==> src/rtl/fetch_controller_if.sv <==
// Fetch-side bus of fetch_controller: instruction memory port, redirect input,
// decode-facing queue head, and fault reporting.
// Handshake: a head entry transfers on any rising edge where OutValid_40 && OutReady_40;
// OutValid_40 never depends on OutReady_40, and the head stays stable until accepted
// unless a redirect flushes it.
interface fetch_controller_if;
    logic [31:0] ImemAddress_40;
    logic [31:0] ImemInstruction_40;
    logic        Redirect_40;
    logic [31:0] RedirectTarget_40;
    logic        OutValid_40;
    logic        OutReady_40;
    logic [31:0] OutInstruction_40;
    logic [31:0] OutPC_40;
    logic        Fault_40;
    logic [31:0] FaultPC_40;
    logic [0:0]  FetchState_40;

    modport master (
        output ImemAddress_40,
        input  ImemInstruction_40,
        input  Redirect_40,
        input  RedirectTarget_40,
        output OutValid_40,
        input  OutReady_40,
        output OutInstruction_40,
        output OutPC_40,
        output Fault_40,
        output FaultPC_40,
        output FetchState_40
    );

    modport slave (
        input  ImemAddress_40,
        output ImemInstruction_40,
        output Redirect_40,
        output RedirectTarget_40,
        input  OutValid_40,
        output OutReady_40,
        input  OutInstruction_40,
        input  OutPC_40,
        input  Fault_40,
        input  FaultPC_40,
        input  FetchState_40
    );
endinterface

==> src/rtl/fetch_controller.sv <==
// Instruction fetch sequencer: PC register, decoupling queue toward decode,
// redirect flush, and sticky fault on misaligned or out-of-range fetch.
module fetch_controller #(
    parameter logic [31:0] RESET_PC    = 32'h0000_0000,
    parameter int          QUEUE_DEPTH = 2,
    parameter int          IMEM_WORDS  = 256
) (
    input logic                 Clk_40,
    input logic                 Rst_40,
    fetch_controller_if.master  bus
);
    localparam int              PTR_W      = $clog2(QUEUE_DEPTH);
    localparam int              CNT_W      = PTR_W + 1;
    localparam logic [CNT_W-1:0] FULL_CNT  = CNT_W'(QUEUE_DEPTH);
    localparam logic [31:0]     IMEM_LIMIT = 32'(IMEM_WORDS);

    typedef enum logic [0:0] {
        ST_RUN   = 1'b0,
        ST_FAULT = 1'b1
    } state_e;

    state_e            state_q, state_d;
    logic [31:0]       pc_q, pc_d;
    logic [31:0]       fault_pc_q, fault_pc_d;
    logic [31:0]       q_pc_q  [QUEUE_DEPTH];
    logic [31:0]       q_ins_q [QUEUE_DEPTH];
    logic [PTR_W-1:0]  wr_ptr_q, rd_ptr_q;
    logic [CNT_W-1:0]  count_q;

    logic push, pop, flush, full, slot_ok, in_range;

    assign full     = (count_q == FULL_CNT);
    assign pop      = bus.OutValid_40 && bus.OutReady_40;
    // A full queue still accepts a fetch when its head leaves this same cycle.
    assign slot_ok  = !full || pop;
    assign in_range = ({2'b00, pc_q[31:2]} < IMEM_LIMIT);

    always_comb begin
        state_d    = state_q;
        pc_d       = pc_q;
        fault_pc_d = fault_pc_q;
        push       = 1'b0;
        flush      = 1'b0;
        case (state_q)
            ST_RUN: begin
                if (bus.Redirect_40) begin
                    flush = 1'b1;
                    if (bus.RedirectTarget_40[1:0] != 2'b00) begin
                        state_d    = ST_FAULT;
                        fault_pc_d = bus.RedirectTarget_40;
                    end else begin
                        pc_d = bus.RedirectTarget_40;
                    end
                end else if (slot_ok) begin
                    if (in_range) begin
                        push = 1'b1;
                        pc_d = pc_q + 32'd4;
                    end else begin
                        state_d    = ST_FAULT;
                        fault_pc_d = pc_q;
                    end
                end
            end
            ST_FAULT: begin
            end
            default: state_d = ST_FAULT;
        endcase
    end

    always_ff @(posedge Clk_40) begin
        if (Rst_40) begin
            state_q    <= ST_RUN;
            pc_q       <= RESET_PC;
            fault_pc_q <= 32'h0;
        end else begin
            state_q    <= state_d;
            pc_q       <= pc_d;
            fault_pc_q <= fault_pc_d;
        end
    end

    always_ff @(posedge Clk_40) begin
        if (Rst_40 || flush) begin
            wr_ptr_q <= '0;
            rd_ptr_q <= '0;
            count_q  <= '0;
        end else begin
            if (push) wr_ptr_q <= wr_ptr_q + PTR_W'(1);
            if (pop)  rd_ptr_q <= rd_ptr_q + PTR_W'(1);
            count_q <= count_q + CNT_W'(push) - CNT_W'(pop);
        end
    end

    // Storage needs no reset; validity is tracked by count_q alone.
    always_ff @(posedge Clk_40) begin
        if (push) begin
            q_pc_q[wr_ptr_q]  <= pc_q;
            q_ins_q[wr_ptr_q] <= bus.ImemInstruction_40;
        end
    end

    assign bus.ImemAddress_40    = pc_q;
    assign bus.OutValid_40       = (count_q != '0);
    assign bus.OutPC_40          = q_pc_q[rd_ptr_q];
    assign bus.OutInstruction_40 = q_ins_q[rd_ptr_q];
    assign bus.Fault_40          = (state_q == ST_FAULT);
    assign bus.FaultPC_40        = fault_pc_q;
    assign bus.FetchState_40     = state_q;
endmodule
==> src/flat_wrapper.sv <==
// flat-port wrapper written by rule: the top's interface ports become plain ports
module fetch_controller_flat 
#(
    parameter logic [31:0] RESET_PC    = 32'h0000_0000,
    parameter int          QUEUE_DEPTH = 2,
    parameter int          IMEM_WORDS  = 256
)
  (Clk_40, Rst_40, bus_ImemAddress_40, bus_ImemInstruction_40, bus_Redirect_40, bus_RedirectTarget_40, bus_OutValid_40, bus_OutReady_40, bus_OutInstruction_40, bus_OutPC_40, bus_Fault_40, bus_FaultPC_40, bus_FetchState_40);
  fetch_controller_if bus_i ();
  input logic Clk_40;
  input logic Rst_40;
  output wire logic [$bits(bus_i.ImemAddress_40)-1:0] bus_ImemAddress_40;
  input wire logic [$bits(bus_i.ImemInstruction_40)-1:0] bus_ImemInstruction_40;
  input wire logic [$bits(bus_i.Redirect_40)-1:0] bus_Redirect_40;
  input wire logic [$bits(bus_i.RedirectTarget_40)-1:0] bus_RedirectTarget_40;
  output wire logic [$bits(bus_i.OutValid_40)-1:0] bus_OutValid_40;
  input wire logic [$bits(bus_i.OutReady_40)-1:0] bus_OutReady_40;
  output wire logic [$bits(bus_i.OutInstruction_40)-1:0] bus_OutInstruction_40;
  output wire logic [$bits(bus_i.OutPC_40)-1:0] bus_OutPC_40;
  output wire logic [$bits(bus_i.Fault_40)-1:0] bus_Fault_40;
  output wire logic [$bits(bus_i.FaultPC_40)-1:0] bus_FaultPC_40;
  output wire logic [$bits(bus_i.FetchState_40)-1:0] bus_FetchState_40;
  assign bus_ImemAddress_40 = bus_i.ImemAddress_40;
  assign bus_i.ImemInstruction_40 = bus_ImemInstruction_40;
  assign bus_i.Redirect_40 = bus_Redirect_40;
  assign bus_i.RedirectTarget_40 = bus_RedirectTarget_40;
  assign bus_OutValid_40 = bus_i.OutValid_40;
  assign bus_i.OutReady_40 = bus_OutReady_40;
  assign bus_OutInstruction_40 = bus_i.OutInstruction_40;
  assign bus_OutPC_40 = bus_i.OutPC_40;
  assign bus_Fault_40 = bus_i.Fault_40;
  assign bus_FaultPC_40 = bus_i.FaultPC_40;
  assign bus_FetchState_40 = bus_i.FetchState_40;
  fetch_controller #(.RESET_PC(RESET_PC), .QUEUE_DEPTH(QUEUE_DEPTH), .IMEM_WORDS(IMEM_WORDS)) u_core (.Clk_40(Clk_40), .Rst_40(Rst_40), .bus(bus_i));
endmodule
==> config.mk <==
export PLATFORM = sky130hd
export DESIGN_NAME = fetch_controller_flat
export DESIGN_NICKNAME = d
export VERILOG_FILES = /design/src/rtl/fetch_controller_if.sv /design/src/rtl/fetch_controller.sv /design/src/flat_wrapper.sv
export SDC_FILE = /design/constraint.sdc
export NUM_CORES = 1
export LEC_CHECK = 0
export CAP_MARGIN = 30
export CORE_ASPECT_RATIO = 0.75
export CORE_MARGIN = 3
export CORE_UTILIZATION = 44
export DETAILED_ROUTE_END_ITERATION = 16
export GPL_TIMING_DRIVEN = 0
export PLACE_DENSITY = 0.87
export SKIP_LAST_GASP = 1
export SLEW_MARGIN = 20
export SYNTH_ARGS = -nofsm -noshare
export SYNTH_HDL_FRONTEND = slang
export SYNTH_SLANG_ARGS = --single-unit
==> constraint.sdc <==
create_clock -name Clk_40 -period 6.95 [get_ports Clk_40]
set_input_delay 1.7375 -clock Clk_40 [delete_from_list [all_inputs] [get_ports Clk_40]]
set_output_delay 1.7375 -clock Clk_40 [all_outputs]
set_load 0.01 [all_outputs]
# == Word-level counts from Yosys, hierarchy flattened ==
# Memories as Yosys holds them, arrays and structs flattened. A register that Yosys moved wholly into a read port is not among the register bits.
# Cells that the tools add are included.
# W data, S select, Z words.
# totals
romBits,0
latch_bits,0
ram_bits,128
in_bits,68
n_memories,2
regBits,69
# mem_list
name,words,word_bits,read_ports,rd_clocked_by_memory_dff,wr,line,source
u_core.q_ins_q,2,32,1,1,1,fetch_controller.sv:26,logic [31:0] q_ins_q [QUEUE_DEPTH];
u_core.q_pc_q,2,32,1,1,1,fetch_controller.sv:25,logic [31:0] q_pc_q [QUEUE_DEPTH];
# classes
n_div,0
n_reduce_logical,10
multipliers,0
shift,0
muxes,25
n_lt_le_gt_ge,1
n_addsub,5
n_eq_ne,4
bitwise,1
# ops
operator,n
$mux W32,8
$add A32 B3 Y32 const B,1
$lt A30 B9 Y1 const B,1
$mux W1,17
$reduce_and A4 Y1,2
$reduce_bool A2 Y1,4
$ne A2 B2 Y1 const B,2
$add A1 B1 Y1 const B,2
$add A2 B1 Y2,1
$eq A2 B2 Y1 const B,1
$logic_or A1 B1 Y1,2
$ne A2 B1 Y1 const B,1
$sub A2 B1 Y2,1
$logic_and A1 B1 Y1,1
$logic_not A1 Y1,1
$not A1 Y1,1

# == Depth between registers and ports, before layout ==
# Gate-level depths: netlist of run 1.
# logic_depth
depth_word,8
ltp_mapped,8
ltp_nobuf,8

# == Worst setup path before layout of run 1 ==
# Ideal clock, no wire load.
# synth_timing
path_type,input to register
startpoint,in bus_Redirect_40
endpoint,mem u_core.q_ins_q[0][0] (enable)
setup_ns,0.564
path_stages,4
arrival_ns,6.688
slack_ns,-0.302
n_path_buf,1
path_cell_list,buf_2 -> nor4_1 -> nand4bb_1 -> nor3_1
# synth_via
elab_chain_cells,4
# synth_rtl
item,line,source
start: declaration,flat_wrapper.sv:14,input wire logic [$bits(bus_i.Redirect_40)-1:0] bus_Redirect_40;
$mux W1,fetch_controller.sv:46,if (bus.Redirect_40) begin
$mux W1,fetch_controller.sv:44,case (state_q)
$mux W1,fetch_controller.sv:96,if (push) begin
$mux W1 (not written as such),fetch_controller.sv:98,q_ins_q[wr_ptr_q] <= bus.ImemInstruction_40;
end: declaration,fetch_controller.sv:26,
# No other way between the ends.

==> results of run 1 <==
==> per-layer routing <==
layer,GRT usage,up-vias,share of wire
li1,-,2584,-
met1,0.2807,2735,0.42
met2,0.3427,321,0.46
met3,0.08291,36,0.10
met4,0.06069,2,0.016
met5,0,-,0.00033
==> cells by family after synthesis <==
kind of cell | Yosys count
AND/OR/NAND/NOR | 146
flip-flops | 198
AO/OA/AOI/OAI | 87
buffers and inverters | 41
adder cells (fa/ha/maj) | 3
XOR/XNOR | 4
multiplexers | 89
==> worst max-delay path by stage <==
stage | start | end | slack, ns
after CTS | flop | bus_OutPC_40[5] | 2.41
after floorplan | bus_Redirect_40 | u_core.q_ins_q[0][0] | 1.66
after global routing | flop | bus_OutPC_40[5] | 2.32
final | flop | bus_OutPC_40[5] | 2.49
after global placement | bus_OutReady_40 | u_core.q_ins_q[0][20] | -0.15
after detailed placement | bus_OutReady_40 | u_core.q_ins_q[0][14] | 2.57
==> through the flow <==
step	power (W)	setup WS [ns]	setup TNS (ns)
final	0.003640	2.488	0
after global routing	0.003797	2.324	0
after detailed placement	0.002665	2.574	0
after global placement	0.002617	-0.1472	-9.177
after CTS	0.003663	2.413	0
after floorplan	0.002078	1.658	0
==> sequential cells by signal, summed over array words and instances, names as in the netlist, named ones only <==
register                   cells
u_core.q_pc_q                 64
u_core.bus.FaultPC_40         32
u_core.wr_ptr_q                1
u_core.bus.ImemAddress_40     32
u_core.bus.Fault_40            1
u_core.count_q                 2
u_core.q_ins_q                64
u_core.rd_ptr_q                1
==> cells in the final DEF, fill, tap and decap left out, types with 4 or more instances in the layout <==
master / n
a211oi_1: 24
a21oi_1: 26
a22oi_1: 4
a311oi_1: 10
buf_2: 7
buf_4: 4
clkbuf_1: 24
clkbuf_16: 17
clkdlybuf4s50_1: 197
dfxtp_1: 70
edfxtp_1: 128
inv_1: 4
mux2_2: 64
mux2i_1: 24
nand2_1: 34
nand2b_1: 13
nand3_1: 17
nand4_1: 4
nor2_1: 54
nor3_1: 5
nor4_1: 5
o21ai_0: 7
o31ai_1: 4
==> layout make-up <==
type	instances	area, um2
buffer	37	162.7
tap	236	295.3
inverter	4	15.01
fill	1307	6304
clock inverter	14	166.4
clock buffer	17	425.4
multi-input combinational	329	2346
sequential	198	5245
timing repair buffer	202	2072
==> synthesized netlist by cell type, types with 3 or more instances <==
cell type / count
nand4_1: 4
nand2_1: 34
nor3_1: 6
dfxtp_1: 70
mux2_2: 64
and2_1: 3
a22oi_1: 4
nor3b_1: 3
inv_1: 4
o21ai_0: 7
edfxtp_1: 128
buf_4: 4
nor2_1: 54
o41ai_1: 3
clkbuf_1: 24
o31ai_1: 4
a211oi_1: 24
xnor2_1: 3
nand2b_1: 13
nand3_1: 17
a311oi_1: 10
a21oi_1: 26
buf_2: 7
nor4_1: 5
mux2i_1: 24
ha_1: 3
==> worst reg2reg max path: cells and delay by family (launching register included) <==
family / cells / cell delay, ns
and+or+nand+nor: 3 / 1.78
buffers and inverters: 3 / 0.57
DFF: 1 / 0.44
==> power by group through the flow <==
| stage | logic (W) | clock network, W | registers, W |
|---|---|---|---|
| after detailed placement | 0.00109 | 0 | 0.00158 |
| after floorplan | 0.000490 | 0 | 0.00159 |
| final | 0.00109 | 0.000992 | 0.00156 |
| after global routing | 0.00117 | 0.00106 | 0.00157 |
| after global placement | 0.00103 | 0 | 0.00158 |
| after CTS | 0.00110 | 0.00101 | 0.00155 |
==> reports/metrics.cfg, run 1 <==
[status]
outcome=completed

[sta]
period_minus_slack_ns=4.462
final-hold-violation-count=0
timing.final.crit_share=0.6421
fmax_mhz=224.1
timing.slew.headroom=0.3288
slew_viol_final=0
finalClockSkew_ns=0.007949
finalSetupViolCount=0
rsz0062_at_grt=false
timing.hold.ws_ns=0.5015
tightest_slew_ns=1.003

[power]
sw_frac_of_total=0.3004
pwr-share-comb=0.300
peakVddDrop_uv=177.5
seq_power_share=0.428
pwr-share-clk=0.272
p_sw_w=0.001093
p_per_area_nw_per_um2=339.3
internal_power_w=0.002546
p_leak_nw=3.675

[clock_network]
h-tree-depth=4
numCtsBuffers=17
cts.sinks=198
clk_latency_ns=0.43
cts-root-buf=clkbuf_16
hold_buffers=0
clkTransAtPathRegs_ns=0.07
cts_resized=0
cts_max_path_buffers=2
post_cts_buffers=0
cts_tree=yes

[drt]
first_pass_iters=6
routed_wire_length_per_instance_um=20.23
vias_per_cell=5.475
ant_nets=0
vias=5678
drcViolationCount=0
wirelength_mm=20.98
drt-initial-drc-count=506

[yosys]
synth_compound_area_frac=0.07793
synth-seq-cells=198
synthArstFlopShare=0
synth_xor_area_frac=0.004518
synth_edf_count=128
synth_top_family_by_area=multiplexers
synth_adder_area_share=0.004840
synth_mux_area_frac=0.1258
synth_simple_gate_area_frac=0.08761
syn_nets=639
synth_ff_type=edfxtp_1
synth.yosys.warnings=0
synth_cell_types=42
yosys-top-cells-area=edfxtp_1 (50%), dfxtp_1 (18%), mux2_2 (9.3%), mux2i_1 (3.1%), nor2_1 (2.6%)
synth_top_cell_area_share=0.4956
synthCells=568
ys_seq_area_frac=0.6763
synth_area_um2=7755
yosys.area.top_type=edfxtp_1
post_synth.cell_area_avg_um2=13.65

[global_route]
grt.overflow.total=0
grt_pass1_wl_mm=31.82
grt_max_degree=53
antenna_found_initial=1
grt_pass1_vias=5514
grt_util_all_layers=0.2166

[setup_path]
r2r_slack_ns=3.86
reg2reg_to=u_core.q_ins_q[0][2]
cp.arrival_ns=2.72
critPathMaxStageDelay_ns=0.57
crit_fanout=10
path_cells=clkbuf_1, clkbuf_1, mux2_2, clkdlybuf4s50_1
crit_cells=4
end_kind=output pin
crit_slowest_cell=clkbuf_1
criticalPathCategory=reg -> out
path_delay_family=buffers and inverters
r2r_start=u_core.bus.ImemAddress_40[13]
path_buf_inv=3
worstPathRequired_ns=5.21
reg2reg_depth=6
crit_top_cell=clkbuf_1
start_kind=flop

[floorplanning]
initial_utilization=0.4553
num_io_pins=199
rows=41
die_area_um2=19270
dieWidth_um=159.3
core_um2=17030
die_h_um=121.0

[cells_and_area]
fin_util=0.6299
synthToLayoutAreaGrowth_pct=38.34
nNetsFinal=860
drive_above_1_share=0.1461
final_cells=1037
fin_area_um2=10730
antennaDiodeCount=0

[hold_path]
min_from=u_core.bus.ImemAddress_40[6]
holdPathStages=0
min_to=u_core.q_pc_q[1][6]
hp-class=reg -> reg

[placement]
placed_area_um2=10140
io_buffers=197
dp_cells=1006
gp_congestion=0.8355
place_hpwl_mm=15.02

[flow_run]
drv_cap=0

(Power assumes the default switching activity.)
==> run 2, diff against run 1 <==
Clock period 6.95 ns to 3.9 ns, I/O delays scaled along.
==> run 2 against run 1 <==
  * Register-to-register slack worse by 2.7 ns
  * Via count down 1.1%
  * Highest routed layer unchanged
  * Clock-buffer cell count rose by 1
  * Total power rose by 78%
  * Sequential power rose by 78%
  * Design area decreased by 0.14%
  * Die area unchanged
  * Cell count is essentially flat
  * Core utilization shrank 0.088 points
  * Flip-flop and latch count unchanged
  * First-iteration DRC count grew 18%
==> reports/metrics.cfg, run 2 (synthesis results as in run 1) <==
[sta]
tightest_slew_ns=0.7941
timing.slew.headroom=0.4706
final-hold-violation-count=0
fmax_mhz=273.5
slew_viol_final=0
finalClockSkew_ns=0.01124
rsz0062_at_grt=false
finalSetupViolCount=0
worst_slack_ns=0.2433
timing.final.crit_share=0.9376
period_minus_slack_ns=3.657

[cells_and_area]
nNetsFinal=861
antennaDiodeCount=0
multiInputGateArea_um2=2346
layout_commonest_cell=clkdlybuf4s50_1
top_regs=u_core.q_ins_q: 64 flops, u_core.q_pc_q: 64 flops
seq_area_um2=5245
fill_cells=1309
layout.cells.most_common_list=clkdlybuf4s50_1 (197), edfxtp_1 (128), dfxtp_1 (70), mux2_2 (64), nor2_1 (54)
final_cells=1038
synthToLayoutAreaGrowth_pct=38.14
drive_above_1_share=0.1434

[clock_network]
clk_latency_ns=0.44
cts_max_path_buffers=2
clkTransAtPathRegs_ns=0.07
cts.sinks=198
post_cts_buffers=0
cts_tree=yes
h-tree-depth=4
cts-root-buf=clkbuf_16
hold_buffers=0
numCtsBuffers=17
cts_resized=0

[placement]
place_hpwl_mm=15.34
dp_slack_ns=0.6033
gp_congestion=0.8736
io_buffers=197
dp_cells=1007

[setup_path]
worstPathRequired_ns=2.92
crit_fanout=10
start_kind=flop
criticalPathCategory=reg -> out
end_kind=output pin
cp.arrival_ns=2.68

[drt]
vias_per_cell=5.408
vias=5613
routed_wire_length_per_instance_um=20.38
drt-initial-drc-count=595
drcViolationCount=0
ant_nets=0
wirelength_mm=21.15
first_pass_iters=5

[power]
p_per_area_nw_per_um2=603.2
p_leak_nw=3.667
peakVddDrop_uv=260.5
totalPowerFinal_w=0.006462

[global_route]
grt_pass1_vias=5480
grt_max_degree=51
grt_pass1_wl_mm=32.00
grt.overflow.total=0
grt_util_all_layers=0.2175
antenna_found_initial=1

[floorplanning]
num_io_pins=199
die_h_um=121.0
initial_utilization=0.4553
dieWidth_um=159.3
rows=41
die_area_um2=19270
core_um2=17030

[flow_run]
drv_cap=0

[hold_path]
hp-class=reg -> reg

[status]
outcome=completed

-- run 2: critical path: stages (launching register included) --
cell and delay [ns]:
dfxtp_1 0.31, clkbuf_1 0.50, clkbuf_1 0.55, mux2_2 0.41, clkdlybuf4s50_1 0.49
-- run 2: where the power goes --
group	internal, W	leakage (nW)	total (W)	switching, W
sequential	0.00258	1.77	0.00278	0.000199
combinational	0.000991	1.62	0.00194	0.000949
clock	0.000952	0.276	0.00174	0.000788
total	0.00453	3.67	0.00646	0.00194
-- run 2: metal layers --
metal	global-route usage	part of all wire
met1	0.2881	0.42
met2	0.3424	0.46
met3	0.07915	0.10
met4	0.05631	0.012
met5	0	0.00033
-- run 2: worst paths after layout --
path                            startpoint                   endpoint  slack [ns]  cells past startpoint
max                                   flop           bus_OutPC_40[28]        0.24                      4
min              u_core.bus.FaultPC_40[10]  u_core.bus.FaultPC_40[10]        0.50                      2
max reg2reg  u_core.bus.ImemAddress_40[20]       u_core.q_ins_q[0][8]        1.12                      6
min reg2reg      u_core.bus.FaultPC_40[10]  u_core.bus.FaultPC_40[10]        0.50                      2
-- run 2: per-stage QoR --
| step | hold slack, ns | util | setup TNS (ns) | area, um2 |
|---|---|---|---|---|
| floorplan | 0.4812 | - | 0 | 7766 |
| global placement | 0.4875 | 0.5891 | -131.49 | 10030 |
| detailed placement | 0.4902 | 0.5951 | 0 | 10130 |
| CTS | 0.5000 | 0.6290 | 0 | 10710 |
| global route | 0.5255 | 0.6290 | 0 | 10710 |
| finish | 0.4959 | 0.6290 | 0 | 10710 |
-- run 2: final cells by class --
cell class	instances	share of cell area
sequential	198	0.4896
tap	236	0.02756
buffer	37	0.01518
multi-input combinational	329	0.2190
clock inverter	13	0.01390
timing repair buffer	203	0.1933
inverter	4	0.001402
clock buffer	18	0.04006
